### src/rtl/ex_muldiv_unit_pkg.sv
// ---------------------------------------------------------------------------
// muldiv_pkg
// Shared definitions for the EX-stage iterative multiply/divide unit and for
// the controller decode that drives it.
//   - muldiv_op_e    : operation codes carried on the op field
//   - muldiv_state_e : sequencing states of the unit
//   - ITER/CNT_W     : iteration count and matching counter width
//   - isMulOp/isDivOp/isSignedOp : opcode classification helpers
// ---------------------------------------------------------------------------
package muldiv_pkg;

    localparam int ITER  = 32;
    localparam int CNT_W = $clog2(ITER);
    localparam logic [CNT_W-1:0] LAST_CNT = CNT_W'(ITER - 1);

    typedef enum logic [3:0] {
        OP_NOP   = 4'd0,
        OP_MULT  = 4'd1,
        OP_MULTU = 4'd2,
        OP_DIV   = 4'd3,
        OP_DIVU  = 4'd4,
        OP_MADD  = 4'd5,
        OP_MSUB  = 4'd6,
        OP_MTHI  = 4'd7,
        OP_MTLO  = 4'd8
    } muldiv_op_e;

    typedef enum logic [1:0] {
        ST_IDLE = 2'd0,
        ST_MUL  = 2'd1,
        ST_DIV  = 2'd2,
        ST_FIX  = 2'd3
    } muldiv_state_e;

    // Operations that run through the shift-add multiplier
    function automatic logic isMulOp(input logic [3:0] op);
        return (op == OP_MULT) || (op == OP_MULTU) ||
               (op == OP_MADD) || (op == OP_MSUB);
    endfunction

    // Operations that run through the restoring divider
    function automatic logic isDivOp(input logic [3:0] op);
        return (op == OP_DIV) || (op == OP_DIVU);
    endfunction

    // Operations whose operands are two's-complement; MADD/MSUB accumulate
    // a signed product
    function automatic logic isSignedOp(input logic [3:0] op);
        return (op == OP_MULT) || (op == OP_MADD) ||
               (op == OP_MSUB) || (op == OP_DIV);
    endfunction

endpackage

### src/rtl/ex_muldiv_unit_if.sv
// ---------------------------------------------------------------------------
// ex_muldiv_unit_if
// Request/response bundle between the ID/EX controller and the mul/div unit.
//   master (controller): drives start, op, a, b, flush;
//                        observes busy, done, divByZero, hi, lo
//   slave  (unit)      : the mirror image
// ---------------------------------------------------------------------------
interface ex_muldiv_unit_if #(
    parameter int WIDTH = 32
);
    logic             start;
    logic [3:0]       op;
    logic [WIDTH-1:0] a;
    logic [WIDTH-1:0] b;
    logic             flush;
    logic             busy;
    logic             done;
    logic             divByZero;
    logic [WIDTH-1:0] hi;
    logic [WIDTH-1:0] lo;

    modport master (
        output start, op, a, b, flush,
        input  busy, done, divByZero, hi, lo
    );

    modport slave (
        input  start, op, a, b, flush,
        output busy, done, divByZero, hi, lo
    );
endinterface

### src/rtl/ex_muldiv_unit_fixup.sv
// ---------------------------------------------------------------------------
// muldiv_fixup
// Combinational result stage of the mul/div unit. Turns the unsigned
// magnitude result left by the iterative core into the value to be written
// to HI/LO: applies signs, folds in the MADD/MSUB accumulate, and handles
// the divide-by-zero result.
//   op_i        : latched operation code
//   acc_i       : core accumulator ({rem, quot} for divide, product for mul)
//   opA_i/opB_i : latched operand magnitudes
//   neg_i       : result (product / quotient) must be negated
//   aNeg_i      : dividend was negative (remainder sign)
//   hi_i/lo_i   : current HI/LO (accumulate source)
//   hi_o/lo_o   : values to commit
//   divByZero_o : divide with a zero divisor
// ---------------------------------------------------------------------------
module muldiv_fixup
    import muldiv_pkg::*;
#(
    parameter int WIDTH = 32
) (
    input  logic [3:0]         op_i,
    input  logic [2*WIDTH-1:0] acc_i,
    input  logic [WIDTH-1:0]   opA_i,
    input  logic [WIDTH-1:0]   opB_i,
    input  logic               neg_i,
    input  logic               aNeg_i,
    input  logic [WIDTH-1:0]   hi_i,
    input  logic [WIDTH-1:0]   lo_i,
    output logic [WIDTH-1:0]   hi_o,
    output logic [WIDTH-1:0]   lo_o,
    output logic               divByZero_o
);

    logic [2*WIDTH-1:0] product;
    logic [2*WIDTH-1:0] hiLo;
    logic [2*WIDTH-1:0] result;
    logic [WIDTH-1:0]   quot;
    logic [WIDTH-1:0]   rem;

    // The quotient lands in the low half of the accumulator and the
    // remainder in the high half. Negating magnitudes gives truncation
    // toward zero and a remainder carrying the dividend's sign. A zero
    // divisor bypasses sign fixup and returns the original dividend in HI.
    always_comb begin
        product     = neg_i ? -acc_i : acc_i;
        hiLo        = {hi_i, lo_i};
        quot        = acc_i[WIDTH-1:0];
        rem         = acc_i[2*WIDTH-1:WIDTH];
        result      = hiLo;
        divByZero_o = 1'b0;
        case (op_i)
            OP_MULT, OP_MULTU: result = product;
            OP_MADD:           result = hiLo + product;
            OP_MSUB:           result = hiLo - product;
            OP_DIV, OP_DIVU: begin
                if (opB_i == '0) begin
                    result      = {(aNeg_i ? -opA_i : opA_i), {WIDTH{1'b1}}};
                    divByZero_o = 1'b1;
                end else begin
                    result = {(aNeg_i ? -rem : rem), (neg_i ? -quot : quot)};
                end
            end
            default: result = hiLo;
        endcase
        hi_o = result[2*WIDTH-1:WIDTH];
        lo_o = result[WIDTH-1:0];
    end

endmodule

### src/rtl/ex_muldiv_unit.sv
// ---------------------------------------------------------------------------
// ex_muldiv_unit
// Iterative multiply/divide unit with architectural HI/LO registers, fed
// from the ID/EX register. Multiplies are 32-step shift-add, divides are
// 32-step restoring; a final FIX cycle applies signs and commits HI/LO.
// busy stalls the front of the pipe while an operation is in flight.
//   clk : clock, rising edge
//   rst : asynchronous active-high reset
//   bus : ex_muldiv_unit_if.slave (start/op/a/b/flush in,
//         busy/done/divByZero/hi/lo out)
// ---------------------------------------------------------------------------
module ex_muldiv_unit
    import muldiv_pkg::*;
#(
    parameter int WIDTH = 32
) (
    input  logic            clk,
    input  logic            rst,
    ex_muldiv_unit_if.slave bus
);

    muldiv_state_e      state_q, state_d;
    logic [CNT_W-1:0]   cnt_q, cnt_d;
    logic [3:0]         op_q, op_d;
    logic [WIDTH-1:0]   opA_q, opA_d;
    logic [WIDTH-1:0]   opB_q, opB_d;
    logic [2*WIDTH-1:0] acc_q, acc_d;
    logic               neg_q, neg_d;
    logic               aNeg_q, aNeg_d;
    logic [WIDTH-1:0]   hi_q, hi_d;
    logic [WIDTH-1:0]   lo_q, lo_d;
    logic               done_q, done_d;
    logic               dbz_q, dbz_d;

    logic               launch, loadHi, loadLo, stepMul, stepDiv, commit, busy;
    logic               sgnOp;
    logic [WIDTH-1:0]   absA, absB;
    logic [WIDTH:0]     mulSum;
    logic [WIDTH:0]     divShift;
    logic               divFits;
    logic [WIDTH-1:0]   divRem;
    logic [WIDTH-1:0]   fixHi, fixLo;
    logic               fixDbz;

    // Signed operations iterate on magnitudes; the sign is restored in FIX
    assign sgnOp = isSignedOp(bus.op);
    assign absA  = (sgnOp && bus.a[WIDTH-1]) ? -bus.a : bus.a;
    assign absB  = (sgnOp && bus.b[WIDTH-1]) ? -bus.b : bus.b;

    // Shift-add step: the low half starts as the multiplier and is consumed
    // one bit per cycle while the partial product grows into the high half
    assign mulSum = {1'b0, acc_q[2*WIDTH-1:WIDTH]} +
                    (acc_q[0] ? {1'b0, opA_q} : {(WIDTH+1){1'b0}});

    // Restoring step: shift the next dividend bit into the remainder and
    // subtract the divisor when it fits. When it fits the difference is
    // below the divisor, so a WIDTH-bit subtract is exact.
    assign divShift = acc_q[2*WIDTH-1:WIDTH-1];
    assign divFits  = divShift >= {1'b0, opB_q};
    assign divRem   = divFits ? (divShift[WIDTH-1:0] - opB_q) : divShift[WIDTH-1:0];

    muldiv_fixup #(.WIDTH(WIDTH)) u_fixup (
        .op_i        (op_q),
        .acc_i       (acc_q),
        .opA_i       (opA_q),
        .opB_i       (opB_q),
        .neg_i       (neg_q),
        .aNeg_i      (aNeg_q),
        .hi_i        (hi_q),
        .lo_i        (lo_q),
        .hi_o        (fixHi),
        .lo_o        (fixLo),
        .divByZero_o (fixDbz)
    );

    // State register
    always_ff @(posedge clk or posedge rst) begin
        if (rst) begin
            state_q <= ST_IDLE;
        end else begin
            state_q <= state_d;
        end
    end

    // Next state: flush returns to IDLE from anywhere and also blocks a
    // launch from IDLE; the iteration states leave after the last count
    always_comb begin
        state_d = state_q;
        case (state_q)
            ST_IDLE: begin
                if (bus.start && !bus.flush) begin
                    if (isMulOp(bus.op)) begin
                        state_d = ST_MUL;
                    end else if (isDivOp(bus.op)) begin
                        state_d = ST_DIV;
                    end
                end
            end
            ST_MUL, ST_DIV: begin
                if (bus.flush) begin
                    state_d = ST_IDLE;
                end else if (cnt_q == LAST_CNT) begin
                    state_d = ST_FIX;
                end
            end
            ST_FIX:  state_d = ST_IDLE;
            default: state_d = ST_IDLE;
        endcase
    end

    // Output/control decode from the current state
    always_comb begin
        busy    = (state_q != ST_IDLE);
        launch  = 1'b0;
        loadHi  = 1'b0;
        loadLo  = 1'b0;
        stepMul = 1'b0;
        stepDiv = 1'b0;
        commit  = 1'b0;
        if (!bus.flush) begin
            case (state_q)
                ST_IDLE: begin
                    launch = bus.start && (isMulOp(bus.op) || isDivOp(bus.op));
                    loadHi = bus.start && (bus.op == OP_MTHI);
                    loadLo = bus.start && (bus.op == OP_MTLO);
                end
                ST_MUL:  stepMul = 1'b1;
                ST_DIV:  stepDiv = 1'b1;
                ST_FIX:  commit  = 1'b1;
                default: commit  = 1'b0;
            endcase
        end
    end

    // Datapath next values: latch operands at launch, iterate, then commit
    // the fixed-up result. done/divByZero are single-cycle pulses following
    // the commit edge.
    always_comb begin
        cnt_d  = cnt_q;
        op_d   = op_q;
        opA_d  = opA_q;
        opB_d  = opB_q;
        acc_d  = acc_q;
        neg_d  = neg_q;
        aNeg_d = aNeg_q;
        hi_d   = hi_q;
        lo_d   = lo_q;
        done_d = commit;
        dbz_d  = commit && fixDbz;
        if (launch) begin
            cnt_d  = '0;
            op_d   = bus.op;
            opA_d  = absA;
            opB_d  = absB;
            neg_d  = sgnOp && (bus.a[WIDTH-1] ^ bus.b[WIDTH-1]);
            aNeg_d = sgnOp && bus.a[WIDTH-1];
            acc_d  = isMulOp(bus.op) ? {{WIDTH{1'b0}}, absB} : {{WIDTH{1'b0}}, absA};
        end
        if (stepMul) begin
            acc_d = {mulSum, acc_q[WIDTH-1:1]};
            cnt_d = cnt_q + CNT_W'(1);
        end
        if (stepDiv) begin
            acc_d = {divRem, acc_q[WIDTH-2:0], divFits};
            cnt_d = cnt_q + CNT_W'(1);
        end
        if (commit) begin
            hi_d = fixHi;
            lo_d = fixLo;
        end
        if (loadHi) begin
            hi_d = bus.a;
        end
        if (loadLo) begin
            lo_d = bus.a;
        end
    end

    // Datapath registers
    always_ff @(posedge clk or posedge rst) begin
        if (rst) begin
            cnt_q  <= '0;
            op_q   <= '0;
            opA_q  <= '0;
            opB_q  <= '0;
            acc_q  <= '0;
            neg_q  <= 1'b0;
            aNeg_q <= 1'b0;
            hi_q   <= '0;
            lo_q   <= '0;
            done_q <= 1'b0;
            dbz_q  <= 1'b0;
        end else begin
            cnt_q  <= cnt_d;
            op_q   <= op_d;
            opA_q  <= opA_d;
            opB_q  <= opB_d;
            acc_q  <= acc_d;
            neg_q  <= neg_d;
            aNeg_q <= aNeg_d;
            hi_q   <= hi_d;
            lo_q   <= lo_d;
            done_q <= done_d;
            dbz_q  <= dbz_d;
        end
    end

    assign bus.busy      = busy;
    assign bus.done      = done_q;
    assign bus.divByZero = dbz_q;
    assign bus.hi        = hi_q;
    assign bus.lo        = lo_q;

endmodule

### src/flat_wrapper.sv
// flat-port wrapper written by rule: the top's interface ports become plain ports
module ex_muldiv_unit_flat import muldiv_pkg::*;
#(
    parameter int WIDTH = 32
)
  (clk, rst, bus_start, bus_op, bus_a, bus_b, bus_flush, bus_busy, bus_done, bus_divByZero, bus_hi, bus_lo);
  ex_muldiv_unit_if #(.WIDTH(WIDTH)) bus_i ();
  input  logic clk;
  input  logic rst;
  input wire logic [$bits(bus_i.start)-1:0] bus_start;
  input wire logic [$bits(bus_i.op)-1:0] bus_op;
  input wire logic [$bits(bus_i.a)-1:0] bus_a;
  input wire logic [$bits(bus_i.b)-1:0] bus_b;
  input wire logic [$bits(bus_i.flush)-1:0] bus_flush;
  output wire logic [$bits(bus_i.busy)-1:0] bus_busy;
  output wire logic [$bits(bus_i.done)-1:0] bus_done;
  output wire logic [$bits(bus_i.divByZero)-1:0] bus_divByZero;
  output wire logic [$bits(bus_i.hi)-1:0] bus_hi;
  output wire logic [$bits(bus_i.lo)-1:0] bus_lo;
  assign bus_i.start = bus_start;
  assign bus_i.op = bus_op;
  assign bus_i.a = bus_a;
  assign bus_i.b = bus_b;
  assign bus_i.flush = bus_flush;
  assign bus_busy = bus_i.busy;
  assign bus_done = bus_i.done;
  assign bus_divByZero = bus_i.divByZero;
  assign bus_hi = bus_i.hi;
  assign bus_lo = bus_i.lo;
  ex_muldiv_unit #(.WIDTH(WIDTH)) u_core (.clk(clk), .rst(rst), .bus(bus_i));
endmodule
### config.mk
export PLATFORM = sky130hd
export DESIGN_NAME = ex_muldiv_unit_flat
export DESIGN_NICKNAME = d
export VERILOG_FILES = /design/src/rtl/ex_muldiv_unit_pkg.sv /design/src/rtl/ex_muldiv_unit_if.sv /design/src/rtl/ex_muldiv_unit_fixup.sv /design/src/rtl/ex_muldiv_unit.sv /design/src/flat_wrapper.sv
export SDC_FILE = /design/constraint.sdc
export NUM_CORES = 1
export LEC_CHECK = 0
export CELL_PAD_IN_SITES_DETAIL_PLACEMENT = 1
export CELL_PAD_IN_SITES_GLOBAL_PLACEMENT = 1
export CORE_MARGIN = 5
export CORE_UTILIZATION = 45
export DETAILED_ROUTE_END_ITERATION = 6
export PLACE_DENSITY = 0.82
export SLEW_MARGIN = 20
export SYNTH_ARGS = -nofsm -noshare
export SYNTH_HDL_FRONTEND = slang
export SYNTH_HIERARCHICAL = 1
export SYNTH_SLANG_ARGS = --single-unit
### constraint.sdc
create_clock -name clk -period 11.7 [get_ports clk]
set_clock_uncertainty 0.05 [all_clocks]
set_input_delay 2.34 -clock clk [delete_from_list [all_inputs] [get_ports clk]]
set_output_delay 2.34 -clock clk [all_outputs]
set_load 0.005 [all_outputs]
After elaboration in Yosys (flattened, before gate mapping)
Index checks and enable logic that the tools add are counted.
{"block": "totals", "regBits": 207, "latchBits": 0, "ram_bits": 0, "rom_bits": 0, "in_bits": 72, "output_inout_bits": 67, "word_cells": 118, "memories": 0}
{"block": "classes", "n_addsub": 11, "n_mul": 0, "div_mod_pow": 0, "order_cmp": 1, "eq_ne": 21, "shifts": 0, "muxes": 41, "n_bitwise": 1, "n_reduce_logical": 31}
{"cell": "$mux 32", "n": 12}
{"cell": "$mux 64", "n": 5}
{"cell": "$pmux 64 s4", "n": 1}
{"cell": "$neg 32->32", "n": 5}
{"cell": "$add 64x64->64", "n": 1}
{"cell": "$neg 64->64", "n": 1}
{"cell": "$sub 64x64->64", "n": 1}
{"cell": "$add 32x33->33", "n": 1}
{"cell": "$ge 33x32->1", "n": 1}
{"cell": "$logic_not 32->1", "n": 1}
{"cell": "$sub 32x32->32", "n": 1}
{"cell": "$eq 4x3->1 const B", "n": 7}
{"cell": "$eq 4x2->1 const B", "n": 4}
{"cell": "$mux 5", "n": 3}
{"cell": "$mux 1", "n": 14}
{"cell": "$mux 2", "n": 5}
{"cell": "$reduce_bool 5->1", "n": 2}
{"cell": "$eq 4x1->1 const B", "n": 2}
{"cell": "$logic_and 1x1->1", "n": 8}
{"cell": "$logic_or 1x1->1", "n": 8}
{"cell": "$pmux 2 s3", "n": 1}
{"cell": "$reduce_bool 2->1", "n": 3}
{"cell": "$reduce_or 2->1", "n": 3}
{"cell": "$add 5x1->5 const B", "n": 1}
{"cell": "13 further kinds", "n": 15}

Longest topological paths before layout
{"block": "depth", "ltp_word": 11, "ltp_mapped": 31}

Hierarchy
Netlist, hierarchy kept.
{"module": "ex_muldiv_unit", "instances": 1, "cells_each": 1691, "area_each_um2": 14388.8, "seq_area_each_um2": 5180.0}
{"module": "muldiv_fixup", "instances": 1, "cells_each": 1610, "area_each_um2": 10282.4, "seq_area_each_um2": 0.0}

Worst setup path before layout
No wires, ideal clock.
{"block": "synth_path", "path_type": "register to register", "from": "reg u_core.neg_q", "to": "reg u_core.hi_q[15] (netlist: u_core/bus.hi[15])", "setup_ps": 133, "t_arrival_ps": 6156, "required_time_ps": 11517, "setup_slack_ps": 5361, "stages_incl_launch_ff": 30, "period_less_slack_ps": 6339, "path_cell_list": "dfrtp_1 clkbuf_1 buf_1 clkbuf_1 clkbuf_1 clkbuf_1 mux2i_1 ha_1 and2_1 nand4_1 nor3_1 nand4_1 nor2_1 a21oi_1 xnor2_1 ha_1 clkbuf_1 a21o_1 a21o_1 a21o_1 a2111oi_0 nor3_1 a22o_1 a41o_1 a21oi_1 xnor2_1 nor2_1 o32a_1 mux2i_1 o21ai_0"}
{"block": "synth_via", "elab_chain_len": 5}
{"element": "from (decl)", "line_no": "ex_muldiv_unit.sv:28", "source": "logic neg_q, neg_d;"}
{"element": "from (signal assigned)", "line_no": "ex_muldiv_unit.sv:199", "source": "neg_q <= neg_d;"}
{"element": "$mux 64 *", "line_no": "ex_muldiv_unit_fixup.sv:45", "source": "product = neg_i ? -acc_i : acc_i;"}
{"element": "$sub 64x64->64 / $add 64x64->64 (equally long branches)", "line_no": "ex_muldiv_unit_fixup.sv:54, ex_muldiv_unit_fixup.sv:53"}
{"element": "$pmux 64 s4 *", "line_no": "ex_muldiv_unit_fixup.sv:51", "source": "case (op_i)"}
{"element": "via u_core.fixHi[15]", "line_no": "ex_muldiv_unit.sv:42", "source": "logic [WIDTH-1:0] fixHi, fixLo;"}
{"element": "$mux 32 *", "line_no": "ex_muldiv_unit.sv:167", "source": "if (commit) begin"}
{"element": "$mux 32 *", "line_no": "ex_muldiv_unit.sv:171", "source": "if (loadHi) begin"}
{"element": "to (signal assigned)", "line_no": "ex_muldiv_unit.sv:201", "source": "hi_q <= hi_d;"}
{"element": "to (decl)", "line_no": "ex_muldiv_unit.sv:30", "source": "logic [WIDTH-1:0] hi_q, hi_d;"}
Mark *: on every way through the listed nets, which the timed path passes. The rest lies on a longest branch. The select of a mux whose other input is x is not followed.
A chain may end at the register's enable or synchronous reset.

Worst setup path in the final report
{"block": "layout_path", "from": "reg u_core.acc_q[9]", "to": "reg u_core.hi_q[30] (netlist: u_core/bus.hi[30])"}
{"block": "layout_via", "elab_chain_len": 6}
{"element": "from (decl)", "line_no": "ex_muldiv_unit.sv:27", "source": "logic [2*WIDTH-1:0] acc_q, acc_d;"}
{"element": "from (signal assigned)", "line_no": "ex_muldiv_unit.sv:186", "source": "acc_q <= '0;"}
{"element": "from (signal assigned)", "line_no": "ex_muldiv_unit.sv:198", "source": "acc_q <= acc_d;"}
{"element": "$neg 64->64", "line_no": "ex_muldiv_unit_fixup.sv:45"}
{"element": "$mux 64 *", "line_no": "ex_muldiv_unit_fixup.sv:45"}
{"element": "$sub 64x64->64 / $add 64x64->64 (equally long branches)", "line_no": "ex_muldiv_unit_fixup.sv:54, ex_muldiv_unit_fixup.sv:53"}
{"element": "$pmux 64 s4 *", "line_no": "ex_muldiv_unit_fixup.sv:51"}
{"element": "via u_core.fixHi[30]", "line_no": "ex_muldiv_unit.sv:42"}
{"element": "$mux 32 *", "line_no": "ex_muldiv_unit.sv:167"}
{"element": "$mux 32 *", "line_no": "ex_muldiv_unit.sv:171"}
Marks and branches as above.

==> key figures <==
Power and ir drop
  – Switching pwr: 0.00578 W
  – Maximum VDD drop: 0.172 mV
  – Sequential power share: 17.1%
  – PwrDens: 372 nW/um2
  – Sw Share: 56.7%
  – Pint: 0.00441 W
  – Leakage: 10.7 nW
  – Combinational share of power: between 70% and 80%
  – Part of the power in the clock network: approximately 8.7%

Clocking
  – Worst-path clk slew: 0.06 ns
  – Number of post-CTS setup repair buffers: 0
  – Worst-Skew Late Latency: 0.60 ns
  – Clock sink count: 207
  – CTS tree: yes
  – # H-tree levels: 1
  – Hold buffers post-CTS: 0
  – Max Root-Sink Buffers: 3
  – Post_cts resized: 0
  – CTS Buf Count: 28
  – Root buf cell: clkbuf_16

Floorplanning
  – Core Box Area: between 50000 and 60000 um2
  – Die height: between 200 and 250 um
  – I/O pins: 139
  – Rows: 85
  – Die W: approximately 240 um
  – Die area: about 60000 um2
  – Initial Util: 45.7%

Timing
  – Setup TNS: 0 ns
  – Period utilization: 69.7%
  – Final hold violation count: 0
  – Final period demand of the worst path: between 8 and 9 ns
  – Fin. max-slew vios: 0
  – Max transition margin: roughly a fifth
  – Unrepaired setup endpoints after global routing: no
  – # setup viols final: 0
  – Worst slew pin tran: 1.19 ns
  – Fmax: 0.123 GHz
  – WHS: 0.460 ns

Run status
  – Run status: complete, but fails checks
  – Failing checks: design-rule violations

Synthesis
  – Sequential area share after synthesis: 21.0%
  – Synth Area in Simple Gates: between 20 and 25%
  – EDFF count, synth: 0
  – Average size of a mapped cell: 7.47 um2
  – Mux share of post-synthesis cell area: 4.18%
  – Largest family of logic cells by synthesized area: compound AO/OA/AOI/OAI gates
  – Post-Syn Area: 24700 um2
  – Synth Area in Compound Gates: about 28%
  – Yosys reg bits: slightly above 200
  – Post-Syn Nets: 3515
  – Fraction of the mapped netlist area in adder cells: 7.29%
  – Post-Syn Instances: 3301
  – Post-synthesis xor/xnor area fraction: 12.0%
  – Synth warn: 6
  – Fraction of synthesis flops using an asynchronous set or reset pin: 100%
  – Top FF cell, synth: dfrtp_1
  – Yosys cell types: between 100 and 150

Cells and area
  – Layout Nets: around 3.5k
  – Ant. Diodes: 0
  – Fin cells: just over 4k
  – Ratio of cells with drive above 1 in the final layout: roughly 5.4%
  – Syn-to-layout area delta: 11.0%

Worst setup path
  – FF-to-FF setup slack: 3.54 ns
  – CP Launch Type: flip-flop
  – R2r startpoint: u_core/acc_q[9]
  – Crit-path max FO: 17
  – Kind of critical path: reg2reg
  – Critical Path RT: 12.08 ns
  – Worst R2R Path Depth: 23
  – Crit path arrival time: roughly 8.5 ns
  – Crit path capture type: flip-flop
  – Reg-to-Reg End: u_core/bus.hi[30]

Global route
  – Grt ovf: 0
  – Initial antenna violation count: 3
  – Global-route wire length before repair: 170000 um
  – Total global-route track usage: between 30% and 40%
  – Largest net degree at the start of global routing: between 90 and 100
  – Number of global-route vias before repair: between 20k and 30k

Route
  – Vias: ~27k
  – Initial DRT Pass Iterations: 7
  – DRT iter0 DRCs: 2568
  – Antenna-violating nets left: 0
  – Routed vias/inst: 6.75
  – Wire per inst: 28.0 um
  – WL final: 113000 um
  – DRC Markers: 1

Min path
  – Hold worst-path end: u_core/opB_q[2]
  – Hold Path Depth: 2
  – Hold_sp: u_core/opB_q[2]
  – Worst min-delay path class: reg2reg

Place
  – PortBufs: 138
  – Dpl hpwl: between 80000 and 90000 um
  – Number of cells after detailed placement: between 3k and 4k
  – RD Place Congestion: between 1 and 1.5

Run
  – Max Cap Viol: 0
## power by group through the flow
stage | clock network, W | registers, W | logic (W)
global placement | 0 | 0.00169 | 0.00711
detailed placement | 0 | 0.00172 | 0.00728
floorplan | 0 | 0.00140 | 0.00523
global route | 0.000923 | 0.00178 | 0.00811
CTS | 0.000893 | 0.00171 | 0.00736
finish | 0.000883 | 0.00174 | 0.00757
## worst max path at each step
stage                              to             from
CTS                 u_core/bus.hi[30]  u_core/acc_q[9]
finish              u_core/bus.hi[30]  u_core/acc_q[9]
global route        u_core/bus.hi[30]  u_core/acc_q[8]
floorplan               u_core/aNeg_q              rst
detailed placement  u_core/bus.hi[30]  u_core/acc_q[8]
global placement    u_core/bus.hi[30]  u_core/acc_q[9]
## stage by stage
step	cell area, um2	power (W)	setup WS, ns	utilization [%]
after global routing	27400	0.0108	3.08	50.7
after CTS	27400	0.00996	3.88	50.7
after detailed placement	26500	0.00900	3.92	49.0
final	27400	0.0102	3.54	50.7
after global placement	26500	0.00879	4.10	49.0
after floorplan	24700	0.00664	3.66	-
## worst max-delay path, stage by stage (launching register included)
cell,delay [ns]
dfrtp_1,0.47
nor3_1,0.68
nand4_1,0.92
o41ai_1,0.72
xnor2_1,0.28
nor4_1,0.81
nand4_1,0.34
nor2_1,0.30
nand2_1,0.11
nor2_1,0.31
a21oi_1,0.14
xor2_1,0.18
ha_1,0.42
nand3_1,0.13
nor2_1,0.07
a31oi_1,0.16
o21ai_0,0.18
a31oi_1,0.48
o211ai_1,0.19
mux2_2,0.29
a221oi_1,0.35
a21oi_1,0.14
mux2i_1,0.17
o21ai_0,0.09
## cells in the mapped netlist, drive strengths merged, types with 25 or more instances
cell type  number  share of area [%]
a221oi         25               0.89
a21oi         266                5.5
nor2b          30               0.76
nor4           58                1.7
or4            25               0.88
a22oi          40                1.2
clkbuf        182                3.2
o31ai          38                1.2
dfrtp         207                 21
mux2i          94                3.8
nor2          269                4.1
inv            96                1.5
a31oi          44                1.1
and2           51                1.3
o21bai         27               0.82
nand2         361                5.5
o21ai         357                7.3
nand3          59                1.2
a21o           61                1.9
a211oi         30               0.93
ha            139                7.0
nor3           66                1.4
xnor2         189                6.7
xor2          149                5.3
nand4          53                1.3
o21a           31               0.94
or3            30               0.81
## metal layers
layer / part of all wire, % / vias to the layer above / GRT usage (%)
li1: - / 12100 / -
met1: 42 / 13500 / 48.9
met2: 44 / 1287 / 56.7
met3: 8.1 / 254 / 6.18
met4: 5.5 / 6 / 15.9
met5: 0.065 / - / 0
## placed cells by master (no fill, tap or decap), types with 49 or more instances in the layout
cell             synthesis  routed
a21o_1                  61      61
a21oi_1                264     264
buf_4                    1      49
clkdlybuf4s50_1          0     138
dfrtp_1                207     205
ha_1                   139     139
inv_1                   96      95
mux2i_1                 94      94
nand2_1                360     359
nand3_1                 59      59
nand4_1                 53      53
nor2_1                 266     261
nor3_1                  64      64
nor4_1                  53      52
o21ai_0                354     354
xnor2_1                189     189
xor2_1                 149     149
## registers in the layout, summed over array words and instances, names as in the netlist
| name | cells |
|---|---|
| u_core/aNeg_q | 1 |
| u_core/acc_q | 64 |
| u_core/bus.divByZero | 1 |
| u_core/bus.done | 1 |
| u_core/bus.hi | 32 |
| u_core/bus.lo | 32 |
| u_core/cnt_q | 5 |
| u_core/neg_q | 1 |
| u_core/opA_q | 32 |
| u_core/opB_q | 32 |
| u_core/op_q | 4 |
| u_core/state_q | 2 |
## cell type report
class / count / area, um2
Fill cell: 6719 / 26600
Multi-Input combinational cell: 2791 / 18300
Sequential cell: 207 / 5180
Timing Repair Buffer: 188 / 1760
Tap cell: 696 / 871
Clock buffer: 41 / 830
Inverter: 98 / 375
Clock inverter: 7 / 76.3
## cells by family after synthesis
group,after synthesis
buffers and inverters,303
and+or+nand+nor,1110
muxes,101
DFF,207
AOI/OAI and AO/OA,1100
adders and majority gates,142
xor gates and xnor gates,338
Power figures use the tool's default switching activity.
